## src/rtl/imul_result_queue.sv

```systemverilog
`default_nettype none
// +--------------------------------------------------------------------------+
// | imul_result_queue: credit-managed result FIFO behind the integer         |
// | multiplier. Optional same-cycle bypass: IMUL_RESULT_QUEUE_BYPASS_EN.     |
// | Revision: 1.0                                                            |
// +--------------------------------------------------------------------------+
module imul_result_queue #(
    parameter int NBITS = 32,
    parameter int DEPTH = 4
) (
    input  logic                     clk,
    input  logic                     reset,
    input  logic                     issue,
    output logic                     issue_ok,
    input  logic                     in_val,
    input  logic [NBITS-1:0]         in_msg,
    output logic                     out_val,
    input  logic                     out_rdy,
    output logic [NBITS-1:0]         out_msg,
    output logic [$clog2(DEPTH):0]   count,
    output logic                     overflow
);

    localparam int c_aw = $clog2(DEPTH);
    localparam int c_cw = c_aw + 1;
    localparam logic [c_cw-1:0] c_depth = c_cw'(DEPTH);

    logic [NBITS-1:0] mem [DEPTH];

    logic [c_aw-1:0] wptr_q, wptr_d;
    logic [c_aw-1:0] rptr_q, rptr_d;
    logic [c_cw-1:0] count_q, count_d;
    logic [c_cw-1:0] credits_q, credits_d;
    logic            overflow_q, overflow_d;

    logic             w_empty;
    logic             w_full;
    logic [NBITS-1:0] w_head;
    logic             w_bypass_take;
    logic             w_deq;
    logic             w_enq;
    logic             w_drop;
    logic             w_issue_take;
    logic             w_issue_err;
    logic             w_credit_ret;

    always_comb begin
        w_empty = (count_q == '0);
        w_full  = (count_q == c_depth);
        w_head  = mem[rptr_q];
`ifdef IMUL_RESULT_QUEUE_BYPASS_EN
        // An in-flight result is discarded while reset is held, so it must not leak out.
        w_bypass_take = w_empty && in_val && out_rdy && reset;
        out_val       = !w_empty || (in_val && reset);
        out_msg       = !w_empty ? w_head : ((in_val && reset) ? in_msg : '0);
`else
        w_bypass_take = 1'b0;
        out_val       = !w_empty;
        out_msg       = !w_empty ? w_head : '0;
`endif
        w_deq        = !w_empty && out_rdy;
        // A full queue still accepts a result when the head leaves in the same cycle.
        w_enq        = in_val && !w_bypass_take && (!w_full || w_deq);
        w_drop       = in_val && w_full && !w_deq;
        w_issue_take = issue && (credits_q != '0);
        w_issue_err  = issue && (credits_q == '0);
        w_credit_ret = w_deq || w_bypass_take;
    end

    always_comb begin
        wptr_d     = wptr_q;
        rptr_d     = rptr_q;
        count_d    = count_q;
        credits_d  = credits_q;
        overflow_d = overflow_q | w_drop | w_issue_err;

        if (w_enq) begin
            wptr_d = wptr_q + c_aw'(1);
        end
        if (w_deq) begin
            rptr_d = rptr_q + c_aw'(1);
        end

        case ({w_enq, w_deq})
            2'b10:   count_d = count_q + c_cw'(1);
            2'b01:   count_d = count_q - c_cw'(1);
            default: count_d = count_q;
        endcase

        // Saturate at DEPTH so a stray result with no matching issue cannot inflate credits.
        if (w_issue_take && !w_credit_ret) begin
            credits_d = credits_q - c_cw'(1);
        end else if (w_credit_ret && !w_issue_take && (credits_q != c_depth)) begin
            credits_d = credits_q + c_cw'(1);
        end
    end

    always_ff @(posedge clk or negedge reset) begin
        if (!reset) begin
            wptr_q     <= '0;
            rptr_q     <= '0;
            count_q    <= '0;
            credits_q  <= c_depth;
            overflow_q <= 1'b0;
        end else begin
            wptr_q     <= wptr_d;
            rptr_q     <= rptr_d;
            count_q    <= count_d;
            credits_q  <= credits_d;
            overflow_q <= overflow_d;
        end
    end

    always_ff @(posedge clk) begin
        if (w_enq) begin
            mem[wptr_q] <= in_msg;
        end
    end

    assign issue_ok = (credits_q != '0);
    assign count    = count_q;
    assign overflow = overflow_q;

endmodule
`default_nettype wire

```

## config.mk

```make
export PLATFORM = sky130hd
export DESIGN_NAME = imul_result_queue
export DESIGN_NICKNAME = d
export VERILOG_FILES = /design/src/rtl/imul_result_queue.sv
export SDC_FILE = /design/constraint.sdc
export NUM_CORES = 1
export LEC_CHECK = 0
export BUFFER_PORTS_ARGS = -buffer_cell sky130_fd_sc_hd__buf_4
export CAP_MARGIN = 10
export CORE_MARGIN = 5
export CORE_UTILIZATION = 40
export DETAILED_ROUTE_END_ITERATION = 10
export PLACE_DENSITY_LB_ADDON = 0.2
export SLEW_MARGIN = 40
export SYNTH_ARGS = -nofsm -noshare
export SYNTH_HDL_FRONTEND = slang
export SYNTH_SLANG_ARGS = --single-unit
```

## constraint.sdc

```tcl
create_clock -name clk -period 2.75 [get_ports clk]
set_input_delay 0.1375 -clock clk [delete_from_list [all_inputs] [get_ports clk]]
set_output_delay 0.1375 -clock clk [all_outputs]
set_load 0.005 [all_outputs]
```

==> results by group <==
Outcome
  • Run status: finished, final reports clean

CTS
  • Number of buffers on the longest clock path: 2
  • CTS H-tree depth: 4
  • Number of clock sinks: 139
  • CTS root buffer: clkbuf_16
  • Clk pin slew, worst setup/hold paths: 0.06 ns
  • Post-cts hold buffer count: 34
  • Clock tree from TritonCTS: built
  • Clk_lat worst skew: 0.40 ns
  • Inserted Clock Buffers: 17
  • Number of buffers inserted by post-CTS setup repair: 0
  • PostCTS Resize Cnt: 0

STA
  • Final Critical Period: 2.31 ns
  • Final setup skew: 0.00634 ns
  • WHS: 0.0445 ns
  • Endpoints failing hold: 0
  • Post-route setup TNS: 0 ns
  • Actual transition at the worst max-transition pin: 0.517 ns
  • Final setup margin: 0.442 ns
  • Unrepaired setup endpoints after global routing: no
  • Max-Slew Margin vs Limit: 65.6%
  • Setup violation total in the final timing report: 0
  • Highest attainable clock frequency: 0.433 GHz
  • Portion of the clock cycle consumed by the worst path in the final layout: 83.9%
  • Final number of max-transition violations: 0

Floorplanning
  • Area enclosed by the die boundary: 0.0164 mm²
  • Standard cell core area: 0.0138 mm²
  • Floorplan row count: 43
  • Starting density of the core: 40.4%
  • Die Span X: 128 µm
  • Vertical extent of the die: 128 µm
  • Number of top-level pins: 75

Setup path
  • Worst Setup SP: rptr_q[0]
  • Kind of critical path: register to primary output
  • Register-to-Register Setup Slack: 0.64 ns
  • Arrival time at the worst endpoint: 2.17 ns
  • Worst R2R Path Depth: 8
  • Crit path capture type: primary output
  • Reg-to-Reg Start: count[0]
  • Max FO, Critical Path: 13
  • Worst setup path endpoint: out_msg[26]
  • Kind of start point of the critical path: register
  • Worst r2r dst: credits_q[2]
  • Required time reported for the critical path endpoint: 2.61 ns

Global route
  • Vias in the first global route: 3151
  • Total GRT Usage: 13.7%
  • Total overflow reported by the global router: 0
  • First-pass GRT wire length: 16.9 mm
  • Maximum number of pins on one net before global-route repair: 34
  • Number of antenna violations at the first check in global routing: 0

Routing
  • Vias post-DR: 2886
  • First drt pass iteration count: 4
  • Post-route antenna net violation count: 0
  • Mean number of vias per cell: 4.85
  • Number of remaining DRC errors: 0
  • Routed wirelength normalized by instance count: 17.4 µm
  • First DRT Iteration DRCs: 147
  • DRT Wirelength: 10.3 mm

Placement
  • Pre-CTS setup slack: 0.630 ns
  • Number of input and output port buffers inserted: 74
  • Half-perimeter wire length after detailed placement: 6.49 mm
  • Routability congestion estimate from global placement: 0.740
  • Placed standard-cell area: 0.00640 mm²

Pwr
  • Design internal power: 5760 µW
  • Clock share of power: 29.1%
  • Power share of the combinational group: 31.8%
  • Pwr Density: 1080 mW/mm²
  • Sequential fraction of design power: 39.1%
  • Switching Power: 2160 µW
  • P_leak: 0.00263 µW
  • Share of total power consumed by net switching: 27.3%
  • Peak VDD IR: 0.569 mV

Cells and area
  • Footprint of the flip-flops and latches: 0.00412 mm²
  • Synthesis-to-finish area growth: 31.9%
  • Commonest non-fill, non-tap cell in the layout: edfxtp_1
  • Multi-input gate area in the final layout: 0.00135 mm²
  • Most frequent cells in the layout: 128 x edfxtp_1, 87 x buf_4, 34 x dlygate4sd3_1
  • Core utilization of the finished layout: 53.3%
  • Count of filler cells inserted in the layout: 1125
  • Layout cells sized above 1: 38.8%
  • Area of all placed cells without fillers: 0.00735 mm²
  • Antenna diode count: 0
  • NumNets Final: 445

Synthesis
  • Cell area after synthesis: 0.00557 mm²
  • Count of yosys warnings during synthesis: 0
  • Synth Instances: 275
  • Unique cell type count in the Yosys netlist: 35
  • Share of synthesized registers carrying an async set or reset: 7.91%
  • Post-Synthesis Net Count: 318
  • Avg Cell Area, Syn: 20.2 µm²
  • Post-synthesis sequential element count: 139
  • Main synth FF type: edfxtp_1
  • Number of enable-type register cells in the synthesized netlist: 128
  • Part of the Yosys area used for sequential elements: 74.0%

Min path
  • Type of the most critical hold path: input pin to register

Flow run
  • Max-cap check violation count: 0
-- logic make-up after synthesis --
family | count (synthesis) | synth area share (%)
AO/OA/AOI/OAI | 12 | 2.04
XOR/XNOR | 8 | 1.26
adder cells (fa/ha/maj) | 6 | 1.48
buffers and inverters | 21 | 1.84
flip-flops | 139 | 74.0
multiplexers | 33 | 13.1
AND/OR/NAND/NOR | 56 | 6.25
-- synth_stat cells, types with 2 or more instances --
cell type	number	area, µm²
buf_2	4	20.0
o21ai_0	3	15.0
xnor2_1	7	61.3
buf_4	3	22.5
nor3_1	4	20.0
dfrtp_1	10	250
and2b_1	6	45.0
nor2b_1	27	169
ha_1	5	62.6
clkbuf_1	6	22.5
nand3_1	4	20.0
nand2_1	5	18.8
nand2b_1	2	12.5
edfxtp_1	128	3840
inv_1	7	26.3
and2_2	4	30.0
mux4_2	32	721
-- power by group through the flow --
stage / Sequential, µW / Clock [µW] / Combinational, µW
2_1_floorplan: 2960 / 0 / 1560
3_3_place_gp: 3110 / 0 / 2540
3_5_place_dp: 3140 / 0 / 2550
4_1_cts: 3100 / 2350 / 2600
5_1_grt: 3150 / 2450 / 2780
6_report: 3090 / 2300 / 2520
-- worst min-delay path by stage --
stage           from       end  depth (start not counted)
5_1_grt        issue  overflow                          2
3_3_place_gp   reset  count[2]                          1
2_1_floorplan  reset  count[0]                          0
6_report       issue  overflow                          2
4_1_cts        issue  overflow                          2
3_5_place_dp   reset  count[2]                          1
-- critical path, stage by stage, from the launching register on --
cell     delay (ns)
dfrtp_2        0.66
buf_4          0.28
mux4_2         0.51
nor2b_1        0.16
buf_4          0.15
-- metrics by stage --
stage / cells / total power [µW]
floorplan: 275 / 4520
global placement: 529 / 5650
detailed placement: 529 / 5700
CTS: 595 / 8050
global route: 595 / 8390
finish: 595 / 7910
-- sequential cells by signal, summed over array words and instances, names as in the netlist --
name / cells
mem: 128
credits_q: 3
overflow: 1
count: 3
wptr_q: 2
rptr_q: 2
-- area by class of cell --
type,instances,share of cell area (%)
sequential,139,56.1
multi-input combinational,115,18.4
clock inverter,13,2.38
inverter,7,0.358
timing repair buffer,122,13.8
tap,180,3.07
clock buffer,19,5.89
-- layer usage --
metal  GRT usage [%]  up-vias  share of wire (%)
li1                -     1340                  -
met1            17.6     1455                 44
met2            22.3       80                 49
met3            4.54       11                5.6
met4            4.12        0                1.1
met5               0        -                  0
(Power assumes the default switching activity.)
